**config.mk**
```make
export PLATFORM = sky130hd
export DESIGN_NAME = simmem_wresp_release_sched_flat
export DESIGN_NICKNAME = d
export VERILOG_FILES = /design/src/rtl/simmem_pkg.sv /design/src/rtl/simmem_wresp_release_sched_if.sv /design/src/rtl/simmem_rr_arbiter.sv /design/src/rtl/simmem_wresp_release_sched.sv /design/src/flat_wrapper.sv
export SDC_FILE = /design/constraint.sdc
export NUM_CORES = 1
export LEC_CHECK = 0
export CAP_MARGIN = 20
export CORE_ASPECT_RATIO = 1.1
export CORE_MARGIN = 3
export CORE_UTILIZATION = 42
export CTS_BUF_LIST = sky130_fd_sc_hd__clkbuf_4 sky130_fd_sc_hd__clkbuf_8
export CTS_CLUSTER_SIZE = 8
export DETAILED_ROUTE_END_ITERATION = 8
export GPL_ROUTABILITY_DRIVEN = 0
export PLACE_DENSITY = 0.58
export SLEW_MARGIN = 15
export SYNTH_ARGS = -nofsm -noshare
export SYNTH_HDL_FRONTEND = slang
export SYNTH_SLANG_ARGS = --single-unit
```
**constraint.sdc**
```tcl
create_clock -name clk_i -period 18.6 [get_ports clk_i]
set_clock_uncertainty 0.1 [all_clocks]
set_input_delay 2.79 -clock clk_i [delete_from_list [all_inputs] [get_ports clk_i]]
set_output_delay 2.79 -clock clk_i [all_outputs]
set_load 0.02 [all_outputs]
```
**src/rtl/simmem_pkg.sv**
```systemverilog
// Shared parameters for the simulated-memory write response path.
package simmem_pkg;

    // Number of AXI IDs the response path tracks, and the width of an ID.
    localparam int unsigned NumIds  = 16;
    localparam int unsigned IDWidth = $clog2(NumIds);

    // Total number of write responses the response bank can hold.
    localparam int unsigned WriteRespBankTotalCapacity = 32;

    // Per-ID release credit counter width: wide enough to count every
    // response the bank could ever hold for a single ID.
    localparam int unsigned WriteRespReleaseCntWidth = $clog2(WriteRespBankTotalCapacity + 1);

    // Release scheduler FSM states. The state register doubles as pop valid.
    localparam logic [0:0] SchedIdle  = 1'b0;
    localparam logic [0:0] SchedOffer = 1'b1;

endpackage : simmem_pkg

```
**src/rtl/simmem_wresp_release_sched_if.sv**
```systemverilog
// Pop-grant handshake between the release scheduler and the response bank.
interface simmem_wresp_release_sched_if #(
    parameter int unsigned IdWidth = simmem_pkg::IDWidth
);

    logic               valid;
    logic [IdWidth-1:0] id;
    logic               ready;

    // Scheduler side: offers grants.
    modport master (
        output valid,
        output id,
        input  ready
    );

    // Bank side: accepts grants.
    modport slave (
        input  valid,
        input  id,
        output ready
    );

endinterface : simmem_wresp_release_sched_if

```
**src/rtl/simmem_rr_arbiter.sv**
```systemverilog
// Combinational round-robin arbiter. Searches req starting at ptr and
// wrapping modulo NumIds; the first requester found wins.
module simmem_rr_arbiter #(
    parameter int unsigned NumIds  = simmem_pkg::NumIds,
    parameter int unsigned IdWidth = simmem_pkg::IDWidth
) (
    input  logic [NumIds-1:0]  req,
    input  logic [IdWidth-1:0] ptr,
    output logic               gnt_valid,
    output logic [IdWidth-1:0] gnt_id
);

    // Walk the request vector in rotated order and latch the first hit.
    always_comb begin
        // NOTE: every output gets a default before the search so that no path
        // leaves it unassigned, which would otherwise infer a latch.
        gnt_valid = 1'b0;
        gnt_id    = '0;
        for (int unsigned off = 0; off < NumIds; off++) begin
            int unsigned idx;
            idx = (int'(ptr) + off) % NumIds;
            if (!gnt_valid && req[idx]) begin
                gnt_valid = 1'b1;
                gnt_id    = IdWidth'(idx);
            end
        end
    end

endmodule : simmem_rr_arbiter

```
**src/rtl/simmem_wresp_release_sched.sv**
```systemverilog
// Write response release scheduler. Counts per-ID release credits, picks
// one eligible ID per grant in round-robin order and offers it to the
// response bank over a valid/ready handshake. The credit is debited when an
// ID is loaded into the offer register, not when the bank accepts it.
module simmem_wresp_release_sched
    import simmem_pkg::*;
#(
    parameter int unsigned NumIds   = simmem_pkg::NumIds,
    parameter int unsigned CntWidth = simmem_pkg::WriteRespReleaseCntWidth
) (
    input  logic                                clk_i,
    input  logic                                rst_i,
    input  logic [NumIds-1:0]                   release_en_i,
    input  logic [NumIds-1:0]                   bank_nonempty_i,
    simmem_wresp_release_sched_if.master        pop,
    output logic                                overflow_o
);

    localparam int unsigned IdWidth = (NumIds > 1) ? $clog2(NumIds) : 1;
    localparam logic [CntWidth-1:0] CntMax = {CntWidth{1'b1}};

    // Credit counters, round-robin pointer, offer register, sticky flag.
    logic [CntWidth-1:0] cnt_q [NumIds];
    logic [CntWidth-1:0] cnt_d [NumIds];
    logic [IdWidth-1:0]  ptr_q;
    logic [0:0]          state_q;
    logic [IdWidth-1:0]  id_q;
    logic                overflow_q;

    logic [NumIds-1:0]   eligible;
    logic [NumIds-1:0]   sel;
    logic [NumIds-1:0]   sat_hit;
    logic                gnt_valid;
    logic [IdWidth-1:0]  gnt_id;
    logic                handshake;
    logic                load;

    // An ID is eligible when it holds credit and the bank has a response for it.
    always_comb begin
        for (int unsigned i = 0; i < NumIds; i++) begin
            eligible[i] = (cnt_q[i] != '0) && bank_nonempty_i[i];
        end
    end

    simmem_rr_arbiter #(
        .NumIds  (NumIds),
        .IdWidth (IdWidth)
    ) u_arbiter (
        .req       (eligible),
        .ptr       (ptr_q),
        .gnt_valid (gnt_valid),
        .gnt_id    (gnt_id)
    );

    // A new ID is loaded when the offer register is empty or being drained.
    assign handshake = (state_q == SchedOffer) && pop.ready;
    assign load      = gnt_valid && ((state_q == SchedIdle) || pop.ready);

    // One-hot selection of the ID loaded this cycle.
    always_comb begin
        sel = '0;
        if (load) begin
            sel[gnt_id] = 1'b1;
        end
    end

    // Next credit per ID: +release, -selection, saturating at CntMax.
    always_comb begin
        for (int unsigned i = 0; i < NumIds; i++) begin
            cnt_d[i]   = cnt_q[i];
            sat_hit[i] = 1'b0;
            case ({release_en_i[i], sel[i]})
                2'b10: begin
                    if (cnt_q[i] == CntMax) begin
                        sat_hit[i] = 1'b1;
                    end else begin
                        cnt_d[i] = cnt_q[i] + CntWidth'(1);
                    end
                end
                2'b01:   cnt_d[i] = cnt_q[i] - CntWidth'(1);
                default: cnt_d[i] = cnt_q[i];
            endcase
        end
    end

    // Credit counter storage.
    always_ff @(posedge clk_i or posedge rst_i) begin
        if (rst_i) begin
            // NOTE: this array is reset element by element because credits
            // must read zero the moment reset asserts; a plain data memory
            // would be left unreset.
            for (int unsigned i = 0; i < NumIds; i++) begin
                cnt_q[i] <= '0;
            end
        end else begin
            // NOTE: state is updated with non-blocking assignments so every
            // register samples pre-edge values regardless of block order.
            for (int unsigned i = 0; i < NumIds; i++) begin
                cnt_q[i] <= cnt_d[i];
            end
        end
    end

    // Offer FSM: load on selection, drop valid on an undrained handshake.
    always_ff @(posedge clk_i or posedge rst_i) begin
        if (rst_i) begin
            state_q <= SchedIdle;
            id_q    <= '0;
        end else if (load) begin
            state_q <= SchedOffer;
            id_q    <= gnt_id;
        end else if (handshake) begin
            state_q <= SchedIdle;
        end
    end

    // Round-robin pointer moves past each selected ID.
    always_ff @(posedge clk_i or posedge rst_i) begin
        if (rst_i) begin
            ptr_q <= '0;
        end else if (load) begin
            ptr_q <= IdWidth'((int'(gnt_id) + 1) % NumIds);
        end
    end

    // Sticky overflow: a release arrived for an already saturated counter.
    always_ff @(posedge clk_i or posedge rst_i) begin
        if (rst_i) begin
            overflow_q <= 1'b0;
        end else if (|sat_hit) begin
            overflow_q <= 1'b1;
        end
    end

    assign pop.valid  = (state_q == SchedOffer);
    assign pop.id     = id_q;
    assign overflow_o = overflow_q;

endmodule : simmem_wresp_release_sched

```
**src/flat_wrapper.sv**
```systemverilog
// flat-port wrapper written by rule: the top's interface ports become plain ports
module simmem_wresp_release_sched_flat import simmem_pkg::*;
#(
    parameter int unsigned NumIds   = simmem_pkg::NumIds,
    parameter int unsigned CntWidth = simmem_pkg::WriteRespReleaseCntWidth
)
  (clk_i, rst_i, release_en_i, bank_nonempty_i, overflow_o, pop_valid, pop_id, pop_ready);
  simmem_wresp_release_sched_if #(.IdWidth((IDWidth))) pop_i ();
  input  logic clk_i;
  input  logic rst_i;
  input  logic [NumIds-1:0] release_en_i;
  input  logic [NumIds-1:0] bank_nonempty_i;
  output logic overflow_o;
  output wire logic [$bits(pop_i.valid)-1:0] pop_valid;
  output wire logic [$bits(pop_i.id)-1:0] pop_id;
  input wire logic [$bits(pop_i.ready)-1:0] pop_ready;
  assign pop_valid = pop_i.valid;
  assign pop_id = pop_i.id;
  assign pop_i.ready = pop_ready;
  simmem_wresp_release_sched #(.NumIds(NumIds), .CntWidth(CntWidth)) u_core (.clk_i(clk_i), .rst_i(rst_i), .release_en_i(release_en_i), .bank_nonempty_i(bank_nonempty_i), .pop(pop_i), .overflow_o(overflow_o));
endmodule
```
==> results.py <==
metrics = {
    "outcome": {
        "status": "complete, no violations",
    },
    "synthesis": {
        "synth_seq_cells": 106,
        "synth_cell_type_count": 78,
        "yosysSeqAreaShare": 0.274,
        "synthFlopType": "dfrtp_1",
        "netlist.area_leader.share": 0.274,
        "synth.area.top_cells": "dfrtp_1 27%, ha_1 9.7%, xnor2_1 5.5%",
        "synthMostInstantiatedCell": "dfrtp_1",
        "yosys-top-cells-count": "106 x dfrtp_1, 97 x a21oi_1, 79 x nand2_1",
        "synth_warnings": 0,
        "syn_inst": 1067,
        "syn_avg_cell_area_um2": 9.08,
        "synth-edff-count": 0,
        "synth.net_count": 1193,
        "synth_area_mm2": 0.00969,
        "yosysTopAreaCell": "dfrtp_1",
        "async_flop_share": 1.00,
    },
    "critical_path": {
        "required_ns": 18.78,
        "r2r-start": "u_core.ptr_q[1]",
        "critical_path.slowest_cell": "nor4_1",
        "crit_path_end_kind": "flip-flop",
        "start_kind": "primary input",
        "critical-path-top-delay-family": "simple AND/OR/NAND/NOR gates",
        "cp_max_fo": 9,
        "startpoint": "bank_nonempty_i[0]",
        "crit_chain": "clkdlybuf4s50_1 -> nand2b_1 -> a21oi_1 -> a311oi_1 -> nor4_1 -> mux2i_2 -> nand3b_4 -> or3_1 -> nor2_1 -> a221oi_1 -> mux2i_1 -> or3_1 -> inv_1 -> ha_1 -> nand2_1 -> or3_1 -> inv_1 -> ha_1 -> a21o_1 -> a21oi_1 -> o21bai_1 -> a21oi_1 -> mux2_2 -> xnor2_1",
        "worstPathArrival_ns": 9.12,
        "cp.buffers_inverters": 3,
        "critPathKind": "in -> reg",
        "cp_slowest_stage_delay_ns": 0.92,
    },
    "detailed_routing": {
        "routed_via_density": 5.65,
        "drtIter0Drc": 448,
        "wl_um": 24200,
        "drt_pass1_iterations": 7,
        "vias": 7866,
        "ant_nets": 0,
        "wire_per_inst_um": 17.4,
        "drc_errors": 0,
    },
    "global_routing": {
        "grt_pass1_vias": 7483,
        "grt_use_total": 0.199,
        "antenna_found_initial": 1,
        "grt_start_max_net_pins": 65,
        "grt_overflow": 0,
        "grt_pass1_wl_um": 39300,
    },
    "floorplan": {
        "rows": 57,
        "core_area_mm2": 0.0224,
        "die_h_um": 165,
        "initial_utilization": 0.433,
        "die-area_mm2": 0.0249,
        "dieWidth_um": 151,
        "io_pins": 41,
    },
    "clock_network": {
        "insertion_delay_ns": 0.39,
        "cts_setup_buffers": 0,
        "cts_tree": "yes",
        "clockBufferDepth": 2,
        "clock_sinks": 106,
        "post_cts_resized": 0,
        "cts-root-buf": "clkbuf_8",
        "clk_pin_slew_worst_paths_ns": 0.11,
        "cts-hold-fix-buffers": 0,
        "htree_num_levels": 3,
        "cts_made_buffers": 9,
    },
    "sta": {
        "slew_headroom": 0.294,
        "worstMarginPinSlew_ns": 1.05,
        "max_freq_mhz": 112,
        "rsz0062_at_grt": "no",
        "hold_violations": 0,
        "totalNegativeSetupSlack_ns": 0,
        "setup_viol": 0,
        "drv_slew": 0,
        "fin_crit_ns": 8.94,
        "finalCritPeriodShare": 0.481,
    },
    "place": {
        "hpwl_um": 18700,
        "portBuffers": 40,
    },
    "final_layout": {
        "drive_above_1_share": 0.0830,
        "syn_to_final_growth_pct": 8.47,
        "nets": 1219,
        "num_antenna_cells": 0,
        "fillers": 2195,
    },
    "run": {
        "drv_cap": 0,
    },
    "hold_path": {
        "hold_path.startpoint": "u_core.cnt_q[71]",
        "hold_class": "reg -> reg",
    },
}
-- worst reg2reg max path: cells and delay by family, from the launching register on --
family / cells / cell delay (ns)
adders and majority gates: 3 / 1.00
xor gates and xnor gates: 2 / 0.87
DFF: 1 / 0.69
muxes: 2 / 0.51
and+or+nand+nor: 8 / 2.37
buffers and inverters: 2 / 0.75
AOI/OAI and AO/OA: 7 / 1.74
-- layout by cell type, fill, tap and decap left out, types with 20 or more instances in the layout --
cell             Yosys  routed
a21o_1              35      35
mux2i_1             30      30
ha_1                75      75
o21ai_0             20      20
dfrtp_1            106     105
xnor2_1             61      61
nand2_1             79      79
xor2_1              32      32
a21oi_1             97      97
nand3_1             21      21
inv_1               77      76
nor2_1              64      64
clkdlybuf4s50_1      0      40
-- per-layer routing --
layer	vias up	track usage	share of wire
li1	3929	-	-
met1	3698	0.269	0.46
met2	193	0.325	0.47
met3	44	0.0284	0.045
met4	2	0.0750	0.030
met5	-	0	0.00083
-- metrics by stage --
| step | hold slack [ns] | cells | worst slack (ns) | cell area, um2 | util |
|---|---|---|---|---|---|
| 2_1_floorplan | 0.362 | 1067 | 10.79 | 9690 | - |
| 3_3_place_gp | 0.379 | 1377 | 9.40 | 10300 | 0.461 |
| 3_5_place_dp | 0.384 | 1377 | 9.33 | 10300 | 0.461 |
| 4_1_cts | 0.404 | 1391 | 9.73 | 10500 | 0.469 |
| 5_1_grt | 0.421 | 1391 | 9.26 | 10500 | 0.469 |
| 6_report | 0.403 | 1391 | 9.66 | 10500 | 0.469 |
-- state kept, by name, indices dropped and copies added (netlist names) --
signal,flops
u_core.ptr_q,4
u_core.pop.id,4
u_core.overflow_o,1
u_core.cnt_q,96
u_core.pop.valid,1
-- worst paths after layout --
path,slack (ns),depth (start not counted),endpoint
max in group asynchronous,14.39,3,u_core.ptr_q[0]
worst max register to register,10.52,24,u_core.cnt_q[53]
worst min register to register,0.40,1,u_core.cnt_q[71]
worst min-delay path,0.40,1,u_core.cnt_q[71]
worst max-delay path,9.66,24,u_core.cnt_q[95]
min in group asynchronous,2.74,2,u_core.cnt_q[80]
-- cells by family (layout without fill, tap and decap cells) --
| kind of cell | Yosys count | after routing | share of synthesized area |
|---|---|---|---|
| xor+xnor | 93 | 93 | 0.0841 |
| mux | 78 | 78 | 0.103 |
| flops | 106 | 106 | 0.274 |
| fa+ha+maj | 91 | 91 | 0.130 |
| buf+inv | 107 | 136 | 0.0470 |
| compound gates | 284 | 284 | 0.194 |
| simple gates | 308 | 308 | 0.169 |
-- final cells by class --
cell class	count	area [um2]	area share
multi-input combinational	854	6580	0.626
clock inverter	5	56.3	0.00536
timing repair buffer	44	430	0.0410
clock buffer	9	124	0.0118
sequential	106	2650	0.252
inverter	78	295	0.0281
tap	295	369	0.0351
Power is not shown: default switching activity piles up to over one toggle a cycle in this logic, so the estimate is an artifact.
==> edit 1 (same flow settings) <==
Reset style: synchronous (`rst_i`), changed in 4 clocked blocks.
--- a/src/rtl/simmem_wresp_release_sched.sv
+++ b/src/rtl/simmem_wresp_release_sched.sv
@@ -84,7 +84,7 @@
     end
 
     // Credit counter storage.
-    always_ff @(posedge clk_i or posedge rst_i) begin
+    always_ff @(posedge clk_i) begin
         if (rst_i) begin
             // NOTE: this array is reset element by element because credits
             // must read zero the moment reset asserts; a plain data memory
@@ -102,7 +102,7 @@
     end
 
     // Offer FSM: load on selection, drop valid on an undrained handshake.
-    always_ff @(posedge clk_i or posedge rst_i) begin
+    always_ff @(posedge clk_i) begin
         if (rst_i) begin
             state_q <= SchedIdle;
             id_q    <= '0;
@@ -115,7 +115,7 @@
     end
 
     // Round-robin pointer moves past each selected ID.
-    always_ff @(posedge clk_i or posedge rst_i) begin
+    always_ff @(posedge clk_i) begin
         if (rst_i) begin
             ptr_q <= '0;
         end else if (load) begin
@@ -124,7 +124,7 @@
     end
 
     // Sticky overflow: a release arrived for an already saturated counter.
-    always_ff @(posedge clk_i or posedge rst_i) begin
+    always_ff @(posedge clk_i) begin
         if (rst_i) begin
             overflow_q <= 1'b0;
         end else if (|sat_hit) begin
Function: not settled (the Yosys comparison gave no result); the edit may change what the design does.
==> edit 1 against the original RTL <==
First-iteration DRC count is 54% higher; utilization is 0.57 points lower; routed wire length is 14% higher; worst hold slack better by 0.0077 ns; critical path type unchanged; sequential cell count stayed put; area after synthesis is 2.5% higher; global-route usage is 1.5 points higher; non-clock buffer count is 1 higher; design area is 1.8% higher; setup slack worse by 0.24 ns.
Power is not shown: default switching activity piles up to over one toggle a cycle in this logic, so the estimate is an artifact.
==> edit 1: results <==
metrics = {
    "critical_path": {
        "worst_path_max_delay_cell": "nor4_2",
        "slowest_delay_ns": 0.64,
        "crit_arrival_ns": 9.33,
        "worstPathMaxFanout": 11,
    },
    "global_routing": {
        "use_met3_pct": 3.102,
        "grt_pass1_vias": 8511,
        "grt_antenna_before_repair": 0,
        "gr-usage-met1_pct": 28.87,
        "largest_net_degree_at_the_start_of_global_routing": 92,
        "grtUsageTotal_pct": 21.42,
        "first_pass_grt_wire_length_um": 45190,
    },
    "placement": {
        "detailed_place_hpwl_um": 21010,
        "placed_cell_area_um2": 10520,
        "worst_setup_slack_after_placement_ns": 9.069,
    },
    "drt": {
        "postRouteWirelength_um": 27560,
        "route.met3.wl_um": 1284,
        "dr_total_vias": 8908,
        "detail_route.first_pass.iterations": 5,
        "wl_met2_um": 12980,
        "drt-met1-wl_um": 12620,
        "route.top_layer_used": "met4",
    },
    "cts": {
        "cts_post_setup_buffers_inserted": 0,
    },
    "layout": {
        "ratio_of_cells_with_drive_above_1_in_the_final_layout_pct": 8.047,
        "finalNetCount": 1315,
        "layoutNonFillerInstCount": 1493,
    },
    "logic_synthesis": {
        "yosysUniqueCellTypes": 85,
        "syn_area_per_cell_um2": 8.435,
        "ys.flop_type": "dfxtp_1",
        "synth_seq_area_share_pct": 21.37,
        "async_reset_ff_share_pct": 0,
        "synthMuxAreaShare_pct": 10.74,
        "synth_top_cells_by_count": "nor2_1 (121), dfxtp_1 (106), a21oi_1 (88)",
        "synthAdderAreaFrac_pct": 12.68,
        "synth_top_cells_by_area": "dfxtp_1 (21%), ha_1 (9.5%), xnor2_1 (6.7%)",
    },
    "timing": {
        "max_slew.worst_pin.slew_ns": 1.181,
    },
    "status": {
        "status": "finished, final reports clean",
    },
}
[edit 1: changes by cell type in the layout (fill, tap and decap cells not counted), moves of 19 or more]
cell     before  now
nand3_1      21   45
or4_1         0   24
dfrtp_1     105    0
o21ai_1      19    0
dfxtp_1       0  106
nor2_1       64  121
[edit 1: cell type report]
class	instances	area [um^2]
fill	2349	12380
multi-input combinational	948	7295
sequential	106	2122
timing repair buffer	45	435.4
tap	300	375.4
inverter	79	296.5
clock buffer	9	123.9
clock inverter	6	52.55
[edit 1: worst paths after layout]
check | start | to | slack [ns] | cells after the start
worst max-delay path | bank_nonempty_i[13] | u_core.cnt_q[0][11] | 9.42 | 24
worst min-delay path | u_core.pop.id[3] | u_core.pop.id[3] | 0.41 | 2
worst max register to register | u_core.ptr_q[1] | u_core.cnt_q[0][11] | 10.20 | 24
worst min register to register | u_core.pop.id[3] | u_core.pop.id[3] | 0.41 | 2
==> edit 2 (config.mk and constraints unchanged) <==
Made on the original files. The package constant `WriteRespBankTotalCapacity` goes from 32 to 64.
--- a/src/rtl/simmem_pkg.sv
+++ b/src/rtl/simmem_pkg.sv
@@ -6,7 +6,7 @@
     localparam int unsigned IDWidth = $clog2(NumIds);
 
     // Total number of write responses the response bank can hold.
-    localparam int unsigned WriteRespBankTotalCapacity = 32;
+    localparam int unsigned WriteRespBankTotalCapacity = 64;
 
     // Per-ID release credit counter width: wide enough to count every
     // response the bank could ever hold for a single ID.
Function: not settled (the Yosys comparison gave no result); the edit may change what the design does.
==> edit 2 against the original RTL <==
Design area grew 30%; sequential cell count is 16 higher; fmax decreased by 3.1%; setup slack worse by 0.29 ns; area after synthesis increased by 28%; utilization grew 0.22 points; routed wire length is 40% higher; non-clock buffer count grew 13; critical endpoint is now u_core.cnt_q[20]; highest routed layer is now met4.
Power is not shown: default switching activity piles up to over one toggle a cycle in this logic, so the estimate is an artifact.
==> edit 2: results <==
metrics = {
    "status": {
        "status": "finished, final reports clean",
    },
    "layout": {
        "n_all_buffers": 57,
        "ff_latch_area_um2": 3053,
        "fillerInstances": 2725,
        "largest_register_ffs": 112,
        "num-clock-buffers": 20,
        "signal_buffer_area_fraction_pct": 3.879,
        "sh_seq_area_pct": 22.43,
        "finalNetCount": 1468,
        "ratio_of_cells_with_drive_above_1_in_the_final_layout_pct": 14.94,
        "non_clock_inverter_count": 98,
        "multi_input_area_um2": 8711,
        "clkCellAreaFrac_pct": 3.585,
        "comb.multi_input.count": 1030,
    },
    "drt": {
        "route.met3.wl_um": 1826,
        "route.detailed.wl_per_inst_um": 19.85,
        "wl_met2_um": 16110,
        "drt-met1-wl_um": 14760,
        "route.top_layer_used": "met4",
        "drt_iter0_markers": 871,
        "detail_route.first_pass.iterations": 6,
        "detail_route.vias_per_cell": 6.034,
    },
    "min_path": {
        "timing.hold.worst.start": "u_core.pop.id[2]",
        "holdPathEnd": "u_core.pop.id[2]",
        "hold_path_depth": 2,
    },
    "critical_path": {
        "worst_path_max_delay_cell": "o32ai_1",
        "timing.reg2reg.worst_path_depth": 25,
        "worst_setup_path_startpoint": "bank_nonempty_i[10]",
        "worstPathMaxFanout": 8,
        "slowest_delay_ns": 0.71,
        "regToRegSetupSlack_ns": 10.12,
        "worst_path_dominant_cell_family": "compound AO/OA/AOI/OAI gates",
        "reg2reg_launch_point": "u_core.ptr_q[0]",
        "endpoint_of_the_lowest_slack_register_to_register_path": "u_core.cnt_q[20]",
        "crit_arrival_ns": 9.47,
    },
    "cts": {
        "tritoncts.num_buffers": 17,
        "clk-insertion-delay-late_ns": 0.46,
        "cts_htree_levels": 4,
        "numClockSinks": 122,
    },
    "logic_synthesis": {
        "yosys.area_share.xor_xnor_pct": 7.792,
        "synth_top_cells_by_count": "dfrtp_1 (122), inv_1 (95), xnor2_1 (93)",
        "synthMuxAreaShare_pct": 16.56,
        "synthAdderAreaFrac_pct": 11.80,
        "synth_top_cells_by_area": "dfrtp_1 (25%), ha_1 (9.2%), xnor2_1 (6.6%)",
        "netlist_instances": 1289,
    },
    "placement": {
        "dp.cells": 1673,
        "detailed_place_hpwl_um": 25910,
        "worst_setup_slack_after_placement_ns": 9.139,
    },
    "global_routing": {
        "grt.met2_usage_pct": 35.75,
        "largest_net_degree_at_the_start_of_global_routing": 69,
        "gr-usage-met1_pct": 28.60,
        "grt_pass1_vias": 9991,
        "use_met3_pct": 3.696,
        "first_pass_grt_wire_length_um": 54290,
        "grtUsageTotal_pct": 21.71,
    },
    "timing": {
        "achievable-frequency_mhz": 108.4,
        "max_slew.worst_pin.slew_ns": 1.108,
    },
    "floorplan": {
        "die_x_um": 169.6,
    },
}
## edit 2: changes by cell type in the layout (fill, tap and decap cells not counted), moves of 16 or more
cell	change
dfrtp_1	+17
ha_1	+16
inv_1	+18
mux2_2	+42
mux4_2	+19
o21ai_0	+45
o21ai_1	-18
or4_1	+16
xnor2_1	+32
## edit 2: worst register-to-register path: stages, from the launching register on
cell and delay, ns:
dfrtp_1 0.37, buf_4 0.25, inv_2 0.59, ha_1 0.43, xor2_1 0.72, mux4_2 0.64, a22oi_2 0.24, o311ai_2 0.28
nand2b_4 0.27, or4_1 0.63, nor2_1 0.18, nor2_1 0.06, o32ai_1 0.71, ha_1 0.33, nand2_1 0.25, nor4_2 0.71
inv_1 0.13, fa_1 0.44, nor2b_1 0.12, o21ai_0 0.10, a21oi_1 0.19, o21ai_0 0.14, a21oi_1 0.16, o31a_1 0.14
a31oi_1 0.05, xnor2_1 0.17
